File: src/rtl/ofmap_pkg.sv
// Shared state encoding and geometry helpers for the ofmap write controller.
package ofmap_pkg;

  typedef logic [1:0] state_t;

  localparam state_t StIdle  = 2'd0;
  localparam state_t StRun   = 2'd1;
  localparam state_t StDrain = 2'd2;
  localparam state_t StDone  = 2'd3;

  // Default-geometry constants; parameterised instances use the helpers below.
  localparam int unsigned OFMAP_PIXELS = 14 * 14;
  localparam int unsigned CH_TILES     = 64 / 16;

  function automatic int unsigned pixel_count(input int unsigned width, input int unsigned height);
    return width * height;
  endfunction

  function automatic int unsigned ch_tile_count(input int unsigned channels,
                                                input int unsigned lanes);
    return channels / lanes;
  endfunction

endpackage

File: src/rtl/ofmap_rmw_pipe.sv
// Read-modify-write pipeline: stage registers plus per-lane wrap-around adders.
module ofmap_rmw_pipe #(
  parameter int unsigned MAC_COL        = 16,
  parameter int unsigned OFMAP_BITWIDTH = 32,
  parameter int unsigned OFMAP_ADDR_BIT = 10
) (
  input  logic                                clk,
  input  logic                                rstn,
  input  logic                                beat_valid_i,
  input  logic [OFMAP_ADDR_BIT-1:0]           beat_addr_i,
  input  logic [MAC_COL*OFMAP_BITWIDTH-1:0]   beat_psum_i,
  input  logic                                first_pass_i,
  input  logic [MAC_COL*OFMAP_BITWIDTH-1:0]   rd_data_i,
  output logic                                read_en_o,
  output logic [OFMAP_ADDR_BIT-1:0]           read_addr_o,
  output logic                                write_en_o,
  output logic [OFMAP_ADDR_BIT-1:0]           write_addr_o,
  output logic [MAC_COL*OFMAP_BITWIDTH-1:0]   write_data_o,
  output logic                                busy_o
);

  localparam int unsigned DataW = MAC_COL * OFMAP_BITWIDTH;

  logic                      s1_valid_q, s2_valid_q, wr_en_q;
  logic [OFMAP_ADDR_BIT-1:0] s1_addr_q, s2_addr_q, wr_addr_q;
  logic [DataW-1:0]          s1_psum_q, s2_psum_q, wr_data_q;
  logic [DataW-1:0]          sum_d;

  // Each lane wraps independently; the slice width drops any carry-out.
  always_comb begin
    sum_d = '0;
    for (int i = 0; i < int'(MAC_COL); i++) begin
      sum_d[i*OFMAP_BITWIDTH +: OFMAP_BITWIDTH] =
          s2_psum_q[i*OFMAP_BITWIDTH +: OFMAP_BITWIDTH] +
          (first_pass_i ? '0 : rd_data_i[i*OFMAP_BITWIDTH +: OFMAP_BITWIDTH]);
    end
  end

  always_ff @(posedge clk) begin
    if (!rstn) begin
      s1_valid_q <= 1'b0;
      s1_addr_q  <= '0;
      s1_psum_q  <= '0;
      s2_valid_q <= 1'b0;
      s2_addr_q  <= '0;
      s2_psum_q  <= '0;
      wr_en_q    <= 1'b0;
      wr_addr_q  <= '0;
      wr_data_q  <= '0;
    end else begin
      s1_valid_q <= beat_valid_i;
      if (beat_valid_i) begin
        s1_addr_q <= beat_addr_i;
        s1_psum_q <= beat_psum_i;
      end
      s2_valid_q <= s1_valid_q;
      if (s1_valid_q) begin
        s2_addr_q <= s1_addr_q;
        s2_psum_q <= s1_psum_q;
      end
      wr_en_q <= s2_valid_q;
      if (s2_valid_q) begin
        wr_addr_q <= s2_addr_q;
        wr_data_q <= sum_d;
      end
    end
  end

  assign read_en_o    = s1_valid_q & ~first_pass_i;
  assign read_addr_o  = s1_addr_q;
  assign write_en_o   = wr_en_q;
  assign write_addr_o = wr_addr_q;
  assign write_data_o = wr_data_q;
  // The beat in the write register retires this cycle, so it does not hold off DONE.
  assign busy_o       = s1_valid_q | s2_valid_q;

endmodule

File: src/rtl/ofmap_write_controller.sv
// Ofmap write controller: pass FSM, raster pixel counters and address generation.
module ofmap_write_controller
  import ofmap_pkg::*;
#(
  parameter int unsigned MAC_COL           = 16,
  parameter int unsigned OFMAP_BITWIDTH    = 32,
  parameter int unsigned OFMAP_ADDR_BIT    = 10,
  parameter int unsigned OFMAP_CHANNEL_NUM = 64,
  parameter int unsigned OFMAP_WIDTH       = 14,
  parameter int unsigned OFMAP_HEIGHT      = 14
) (
  input  logic                              clk,
  input  logic                              rstn,
  input  logic                              ofmap_start_in,
  input  logic                              first_pass_in,
  input  logic                              last_pass_in,
  input  logic [31:0]                       O_CH_MAC_COL_count,
  input  logic                              psum_valid_in,
  input  logic [MAC_COL*OFMAP_BITWIDTH-1:0] psum_in,
  input  logic [MAC_COL*OFMAP_BITWIDTH-1:0] ofmap_data_in,
  output logic                              ofmap_read_en_out,
  output logic [OFMAP_ADDR_BIT-1:0]         ofmap_read_addr_out,
  output logic                              ofmap_write_en_out,
  output logic [OFMAP_ADDR_BIT-1:0]         ofmap_write_addr_out,
  output logic [MAC_COL*OFMAP_BITWIDTH-1:0] ofmap_data_out,
  output logic                              pass_done_out,
  output logic                              ofmap_done_out,
  output logic                              overrun_err_out
);

  localparam int unsigned ChTiles = ch_tile_count(OFMAP_CHANNEL_NUM, MAC_COL);
  localparam int unsigned Pixels  = pixel_count(OFMAP_WIDTH, OFMAP_HEIGHT);
  localparam int unsigned WBits   = (OFMAP_WIDTH > 1) ? $clog2(OFMAP_WIDTH) : 1;
  localparam int unsigned HBits   = (OFMAP_HEIGHT > 1) ? $clog2(OFMAP_HEIGHT) : 1;

  state_t                    state_q, state_d;
  logic [WBits-1:0]          o_w_q, o_w_d;
  logic [HBits-1:0]          o_h_q, o_h_d;
  logic                      first_q, last_q, overrun_q;
  logic [31:0]               tile_q;
  logic                      beat_acc, w_wrap, h_wrap, pipe_busy;
  logic [OFMAP_ADDR_BIT-1:0] beat_addr;

  assign beat_acc = (state_q == StRun) && psum_valid_in;
  assign w_wrap   = (o_w_q == WBits'(OFMAP_WIDTH - 1));
  assign h_wrap   = (o_h_q == HBits'(OFMAP_HEIGHT - 1));

  // Channel-interleaved layout: all tiles of a pixel sit at consecutive addresses.
  assign beat_addr = OFMAP_ADDR_BIT'(
      (32'(o_h_q) * OFMAP_WIDTH + 32'(o_w_q)) * ChTiles + tile_q);

  always_comb begin
    state_d = state_q;
    o_w_d   = o_w_q;
    o_h_d   = o_h_q;
    case (state_q)
      StIdle: begin
        if (ofmap_start_in) begin
          state_d = StRun;
          o_w_d   = '0;
          o_h_d   = '0;
        end
      end
      StRun: begin
        if (beat_acc) begin
          if (w_wrap) begin
            o_w_d = '0;
            o_h_d = h_wrap ? '0 : o_h_q + 1'b1;
            if (h_wrap) state_d = StDrain;
          end else begin
            o_w_d = o_w_q + 1'b1;
          end
        end
      end
      StDrain: if (!pipe_busy) state_d = StDone;
      StDone:  state_d = StIdle;
      default: state_d = StIdle;
    endcase
  end

  always_ff @(posedge clk) begin
    if (!rstn) begin
      state_q   <= StIdle;
      o_w_q     <= '0;
      o_h_q     <= '0;
      first_q   <= 1'b0;
      last_q    <= 1'b0;
      tile_q    <= '0;
      overrun_q <= 1'b0;
    end else begin
      state_q <= state_d;
      o_w_q   <= o_w_d;
      o_h_q   <= o_h_d;
      if (state_q == StIdle && ofmap_start_in) begin
        first_q <= first_pass_in;
        last_q  <= last_pass_in;
        tile_q  <= O_CH_MAC_COL_count;
      end
      if (psum_valid_in && state_q != StRun) overrun_q <= 1'b1;
    end
  end

  ofmap_rmw_pipe #(
    .MAC_COL        (MAC_COL),
    .OFMAP_BITWIDTH (OFMAP_BITWIDTH),
    .OFMAP_ADDR_BIT (OFMAP_ADDR_BIT)
  ) u_rmw_pipe (
    .clk          (clk),
    .rstn         (rstn),
    .beat_valid_i (beat_acc),
    .beat_addr_i  (beat_addr),
    .beat_psum_i  (psum_in),
    .first_pass_i (first_q),
    .rd_data_i    (ofmap_data_in),
    .read_en_o    (ofmap_read_en_out),
    .read_addr_o  (ofmap_read_addr_out),
    .write_en_o   (ofmap_write_en_out),
    .write_addr_o (ofmap_write_addr_out),
    .write_data_o (ofmap_data_out),
    .busy_o       (pipe_busy)
  );

  assign pass_done_out   = (state_q == StDone);
  assign ofmap_done_out  = (state_q == StDone) && last_q;
  assign overrun_err_out = overrun_q;

  // Pixels is the beat count at which RUN hands over to DRAIN.
  if (Pixels == 0) begin : gen_bad_geometry
    $error("ofmap geometry must be non-empty");
  end

endmodule

File: config.mk
export PLATFORM = sky130hd
export DESIGN_NAME = ofmap_write_controller
export DESIGN_NICKNAME = d
export VERILOG_FILES = /design/src/rtl/ofmap_pkg.sv /design/src/rtl/ofmap_rmw_pipe.sv /design/src/rtl/ofmap_write_controller.sv
export SDC_FILE = /design/constraint.sdc
export NUM_CORES = 2
export LEC_CHECK = 0
export ABC_AREA = 0
export CAP_MARGIN = 30
export CELL_PAD_IN_SITES_DETAIL_PLACEMENT = 1
export CELL_PAD_IN_SITES_GLOBAL_PLACEMENT = 1
export CORE_AREA = 2 2 615 617
export DETAILED_ROUTE_END_ITERATION = 16
export DIE_AREA = 0 0 617 619
export HOLD_SLACK_MARGIN = 0.15
export PLACE_DENSITY = 0.49
export SLEW_MARGIN = 20
export SYNTH_ARGS = -nofsm -noshare
export SYNTH_HDL_FRONTEND = slang
export SYNTH_HIERARCHICAL = 1
export SYNTH_SLANG_ARGS = --single-unit
File: constraint.sdc
create_clock -name clk -period 6.6 [get_ports clk]
set_input_delay 1.32 -clock clk [delete_from_list [all_inputs] [get_ports clk]]
set_output_delay 1.32 -clock clk [all_outputs]
set_load 0.005 [all_outputs]
; After elaboration in Yosys (flattened, before gate mapping)
; Cells that the tools add are included.
[word_totals]
register_bits = 1592
word_cells = 90
output_inout_bits = 537
[op_classes]
mul = 1
eq_ne = 11
n_mux = 30
bitwise_logic = 3
addsub = 20
n_reduce_logical = 9
[op_table]
columns = cell, n
row1 = $add 32x32->32, 16
row2 = $mux 32, 16
row3 = $mux 4, 6
row4 = $pmux 4 s2, 2
row5 = $add 10x10->10, 1
row6 = $mux 2, 5
row7 = $add 4x1->4 const B, 2
row8 = $add 8x4->8, 1
row9 = $eq 4x4->1 const B, 2
row10 = $ne 2x2->1 const B, 4
row11 = $pmux 2 s4, 1
row12 = $mul 4x3->7 const B, 1
row13 = $reduce_and 5->1, 1
row14 = $eq 2x2->1 const B, 2
row15 = $logic_and 1x1->1, 4
row16 = $ne 2x1->1 const B, 2
row17 = $reduce_and 4->1, 1
row18 = $reduce_and 3->1, 1
row19 = $eq 2x1->1 const B, 1
row20 = $logic_not 2->1, 1
row21 = $reduce_bool 2->1, 1
row22 = $and 1x1->1, 1
row23 = $not 1->1, 1
row24 = $or 1x1->1, 1

; Depth between registers and ports, before layout
[depth]
word_depth = 5
ltp_mapped = 16
depth_no_buf = 15

; Modules after synthesis
; Netlist, hierarchy kept.
[by_module_without_submodules]
columns = module, cells_each, instances, seq_area_each_um2, area_each_um2
row1 = ofmap_rmw_pipe, 8988, 1, 31410.1, 80986.4
row2 = ofmap_write_controller, 190, 1, 460.4, 1722.9

; Worst setup path before layout
; Ideal clock, no wire load.
[synth_timing]
kind = in2reg
start = in ofmap_data_in[64]
end = reg u_rmw_pipe.wr_data_q[90] (netlist: u_rmw_pipe/write_data_o[90])
path_slack_ns = 2.327
setup_time_ns = 0.117
n_path_buf = 0
arrival_time_ns = 4.156
path_stages = 13
cell_sequence = nor2b_1 > ha_1 > fa_1 > a21oi_2 > o221ai_1 > a221o_1 > a211o_1 > o2111ai_2 > nand3b_1 > a21o_1 > a41o_1 > xor2_1 > a22o_1
[synth_via]
elab_chain_cells = 2
[synth_lines]
columns = item, line
row1 = "start, declared", ofmap_write_controller.sv:20  ; input logic [MAC_COL*OFMAP_BITWIDTH-1:0] ofmap_data_in,
row2 = $mux 32, ofmap_rmw_pipe.sv:35  ; (first_pass_i ? '0 : rd_data_i[i*OFMAP_BITWIDTH +: OFMAP_BITWIDTH]);
row3 = $add 32x32->32, ofmap_rmw_pipe.sv:34  ; s2_psum_q[i*OFMAP_BITWIDTH +: OFMAP_BITWIDTH] +
row4 = "end signal, assigned", ofmap_rmw_pipe.sv:64  ; wr_data_q <= sum_d;
row5 = "end, declared", ofmap_rmw_pipe.sv:26  ; logic [DataW-1:0] s1_psum_q, s2_psum_q, wr_data_q;
; No other way between the ends.
; A chain may end at the register's enable or synchronous reset.

; Worst setup path in the final report
[layout_timing]
start = reg first_q
end = reg u_rmw_pipe.wr_data_q[316] (netlist: u_rmw_pipe/write_data_o[316])
[layout_via]
elab_chain_cells = 2
[layout_lines]
columns = item, line
row1 = "start, declared", ofmap_write_controller.sv:39  ; logic first_q, last_q, overrun_q;
row2 = "start signal, assigned", ofmap_write_controller.sv:95  ; first_q <= first_pass_in;
row3 = $mux 32, ofmap_rmw_pipe.sv:35
row4 = $add 32x32->32, ofmap_rmw_pipe.sv:34
; No other way between the ends.

==> results by stage <==
Status:
- The flow ran to the end, and the final reports show no timing, DRC or antenna violations.

Clock network:
- The number of hold buffers added after cts is 0.
- In this run the deepest clock path goes through 4 buffers.
- The tree is rooted in a sky130_fd_sc_hd__clkbuf_16.
- The post-CTS clock slew at the launch and capture registers of the worst setup and hold paths is approximately 0.060 ns.
- The total clock sinks is 1592.
- The source-to-sink clock delay at the later pin of the worst-skew pair is between 0.8 and 0.9 ns.
- The number of buffers inserted during clock tree synthesis is between 200 and 250.
- The deepest level of the CTS H-tree is 4.
- The number of gates resized after cts is 0.
- The number of buffers inserted by post-CTS setup repair is 0.
- The clock tree from TritonCTS is done.

STA:
- The hold violation count in the final report is 0.
- The aggregate negative setup slack is 0 ns.
- The maximum operating frequency is 204 MHz.
- The transition time at the pin with the least slew margin is 1.18 ns.
- Setup repair after global routing left no endpoint under its margin.
- The worst-case clock skew is 0.0458 ns.
- The time the worst path needs with I/O delays and setup is 4.91 ns.
- Measured against its own limit, the worst slew margin works out to a little over a fifth.
- Setup violations remaining at the end of the flow were counted as 0.
- The number of pins exceeding their max-slew limit in the final report is 0.
- The portion of the clock cycle consumed by the worst path in the final layout is 74.3%.

Routing:
- After detailed routing, the average wire length per cell comes to 25.9 microns.
- In the routed design, unresolved DRC markers number 0.
- The count of nets left with antenna violations once routing finished came out at 0.
- The via count is 72900.
- The detailed router finished its first iteration with 3131 violations.
- After detailed routing, the total wire length is 410000 microns.
- Dividing the detail-routed via count by the number of cells gives around 4.6.
- The first detailed-routing pass ran for 5 iterations.

Layout:
- The filler cells instantiated in the layout total 43000.
- Cells with a size suffix above 1 make up under 10% of the layout.
- Compared with the post-synthesis result, the final layout area differs by 34.8%.
- The net count reported at finish is 12200.
- The final standard cell count with taps included and fillers excluded is 15800.

Run:
- The max-capacitance violation count is 0.

Placement:
- At the end of routability-driven placement, the weighted congestion stood at about 0.89.
- The number of port buffers is 1576.
- The sum of net half-perimeters after detailed placement is 324000 microns.
- The placed instance count is 15400.

Floorplanning:
- The width of the die is 617 microns.
- The effective utilization at floorplan is roughly 22%.
- The number of placed I/O pins is about 1600.
- After floorplanning, the core was sized to cover 0.375 sq mm.
- The floorplan step defined a die boundary enclosing approximately 0.38 sq mm.
- The cell row count is 225.
- The die is 619 microns tall.

Critical path:
- The worst-case register-to-register setup slack is 1.69 ns.
- The sort of element at the end of the critical path is a flop.
- The type of element launching the critical path is a flop.
- The highest fanout seen on the critical path is 15.
- The category of the critical setup timing path is flop to flop.
- For the worst setup path, the data required time is ~7.3 ns.
- The data arrival time at the worst-slack endpoint is 5.65 ns.

Pwr:
- Across the VDD grid, the largest voltage drop is 0.000210 V.
- The analysis attributes to net switching a power of slightly above 9 mW.
- The leakage power summed over all cells is 43.2 nW.
- The clock network is responsible for 41.0% of the overall power.
- Of the total power, the share spent switching nets is between 30% and 40%.
- The logic gate share of total power is 22.7%.
- The sequential share of power is 36.3%.
- The internal power of the cells totals 20.7 mW.
- The total power per unit cell area is 268 mW/mm^2.

Synthesis:
- The number of distinct library cells after synthesis is 103.
- For this run, the leading register cell type out of synthesis is sky130_fd_sc_hd__dfxtp_1.
- The mapped netlist covers 0.0827 sq mm.
- For this run, asynchronously set or reset flops after synthesis account for 0%.
- The share of the Yosys chip area taken by registers is 38.5%.
- The net count after synthesis is 10800.
- The mean post-synth cell area is about 9.0 sq um.
- The synthesized design contains 0 enable-type register cells.
- The cell count after synthesis came out at 9178.
- The number of warnings issued by yosys is 6.
- The flip-flop and latch count after synthesis is 1592.

Global route:
- The first global-routing pass estimated 571000 microns of wire.
- The number of global-route vias before repair is 75700.
- The largest net degree at the start of global routing is 181.
- Global routing consumed, over all layers together, 20.6% of the routing resources.
- The sum of overflow across all layers after global routing is 0.
- The initial antenna violation count is 294.

Min path:
- The type of the most critical hold path is flop to flop.
==> metal layers <==
metal | wire length [microns] | vias up | global-route usage (%)
li1 | - | 34900 | -
met2 | 205000 | 1743 | 36.6
met1 | 158000 | 35300 | 22.3
met5 | 815 | - | 0
met3 | 24700 | 824 | 5.34
met4 | 21500 | 130 | 10.9
==> area by class of cell <==
| type | instances | area, sq um | area share [%] |
|---|---|---|---|
| antenna | 93 | 233 | 0.209 |
| clock buffer | 300 | 6250 | 5.61 |
| clock inverter | 88 | 1070 | 0.962 |
| inverter | 124 | 480 | 0.431 |
| multi-input combinational | 6993 | 48600 | 43.6 |
| sequential | 1592 | 31900 | 28.6 |
| tap | 4994 | 6250 | 5.60 |
| timing repair buffer | 1654 | 16700 | 15.0 |
==> sequential cells by signal, summed over array words and instances (netlist names), 2 cells and up <==
signal / cells
u_rmw_pipe/s2_psum_q: 512
u_rmw_pipe/read_addr_o: 10
state_q: 2
u_rmw_pipe/s1_psum_q: 512
tile_q: 10
o_h_q: 4
u_rmw_pipe/s2_addr_q: 10
u_rmw_pipe/write_data_o: 512
o_w_q: 4
u_rmw_pipe/write_addr_o: 10
==> Yosys cell counts, drive strengths merged (75+ instances only) <==
| cell | count | share of area, % |
|---|---|---|
| mux2i | 1274 | 15 |
| xor2 | 127 | 1.3 |
| a211oi | 104 | 0.96 |
| xnor2 | 315 | 3.3 |
| dfxtp | 1592 | 39 |
| nand2 | 432 | 2.0 |
| clkbuf | 343 | 1.6 |
| nand3 | 106 | 0.65 |
| o21ai | 380 | 2.3 |
| nor2 | 1595 | 7.2 |
| o21bai | 75 | 0.68 |
| nor2b | 562 | 4.3 |
| inv | 123 | 0.56 |
| a21oi | 456 | 2.8 |
| a21o | 294 | 2.7 |
| ha | 520 | 7.9 |
| buf | 126 | 0.57 |
==> cell families after synthesis <==
| group | synth area share [%] |
|---|---|
| AND/OR/NAND/NOR | 16.7 |
| adder cells (fa/ha/maj) | 8.40 |
| AO/OA/AOI/OAI | 13.6 |
| XOR/XNOR | 4.71 |
| multiplexers | 15.4 |
| buffers and inverters | 2.69 |
| flip-flops | 38.5 |
==> metrics by stage <==
stage / hold slack [ns] / setup WS [ns] / power [mW] / instance area, sq um / utilization (%)
after global routing: 0.477 / 1.41 / 31.4 / 111000 / 29.7
after global placement: 0.437 / 1.11 / 17.8 / 104000 / 27.7
after floorplan: 0.439 / 2.33 / 15.1 / 82700 / -
final: 0.447 / 1.69 / 29.8 / 111000 / 29.8
after detailed placement: 0.444 / 1.09 / 17.9 / 104000 / 27.7
after CTS: 0.456 / 1.56 / 30.4 / 111000 / 29.7
==> layout by cell type, fill, tap and decap left out, types with 294 or more instances in the layout <==
cell type	instances
sky130_fd_sc_hd__ha_1	520
sky130_fd_sc_hd__mux2i_1	1274
sky130_fd_sc_hd__nor2b_1	562
sky130_fd_sc_hd__a21o_1	294
sky130_fd_sc_hd__clkdlybuf4s50_1	1575
sky130_fd_sc_hd__dfxtp_1	1589
sky130_fd_sc_hd__xnor2_1	315
sky130_fd_sc_hd__a21oi_1	452
sky130_fd_sc_hd__o21ai_0	328
sky130_fd_sc_hd__nand2_1	431
sky130_fd_sc_hd__nor2_1	1593
==> critical path, cell delays in order (launching register included) <==
cell and delay (ns):
sky130_fd_sc_hd__dfxtp_4 0.59, sky130_fd_sc_hd__buf_4 0.43, sky130_fd_sc_hd__nor2b_1 0.16, sky130_fd_sc_hd__ha_1 0.24, sky130_fd_sc_hd__fa_1 0.44, sky130_fd_sc_hd__a21oi_1 0.26, sky130_fd_sc_hd__o211ai_1 0.19, sky130_fd_sc_hd__a311oi_2 0.45
sky130_fd_sc_hd__o31ai_1 0.22, sky130_fd_sc_hd__a211oi_1 0.47, sky130_fd_sc_hd__a21oi_1 0.21, sky130_fd_sc_hd__o41ai_1 0.50, sky130_fd_sc_hd__o2111ai_1 0.24, sky130_fd_sc_hd__xnor2_1 0.18, sky130_fd_sc_hd__o21ai_0 0.09
==> power by group through the flow <==
stage	registers (mW)	logic, mW	clock network [mW]
finish	10.8	6.77	12.2
global route	10.9	7.38	13.1
CTS	10.9	6.87	12.7
detailed placement	11.1	6.83	0
global placement	11.0	6.71	0
floorplan	10.8	4.24	0
==> final timing paths <==
check	depth (start not counted)	to	from
max	14	u_rmw_pipe/write_data_o[316]$_SDFFE_PN0P_	first_q$_SDFFE_PN0P_
min reg2reg	2	u_rmw_pipe/write_data_o[401]$_SDFFE_PN0P_	u_rmw_pipe/write_data_o[401]$_SDFFE_PN0P_
min	2	u_rmw_pipe/write_data_o[401]$_SDFFE_PN0P_	u_rmw_pipe/write_data_o[401]$_SDFFE_PN0P_
max reg2reg	14	u_rmw_pipe/write_data_o[316]$_SDFFE_PN0P_	first_q$_SDFFE_PN0P_
Note: power is estimated with default switching activity, not from simulation.
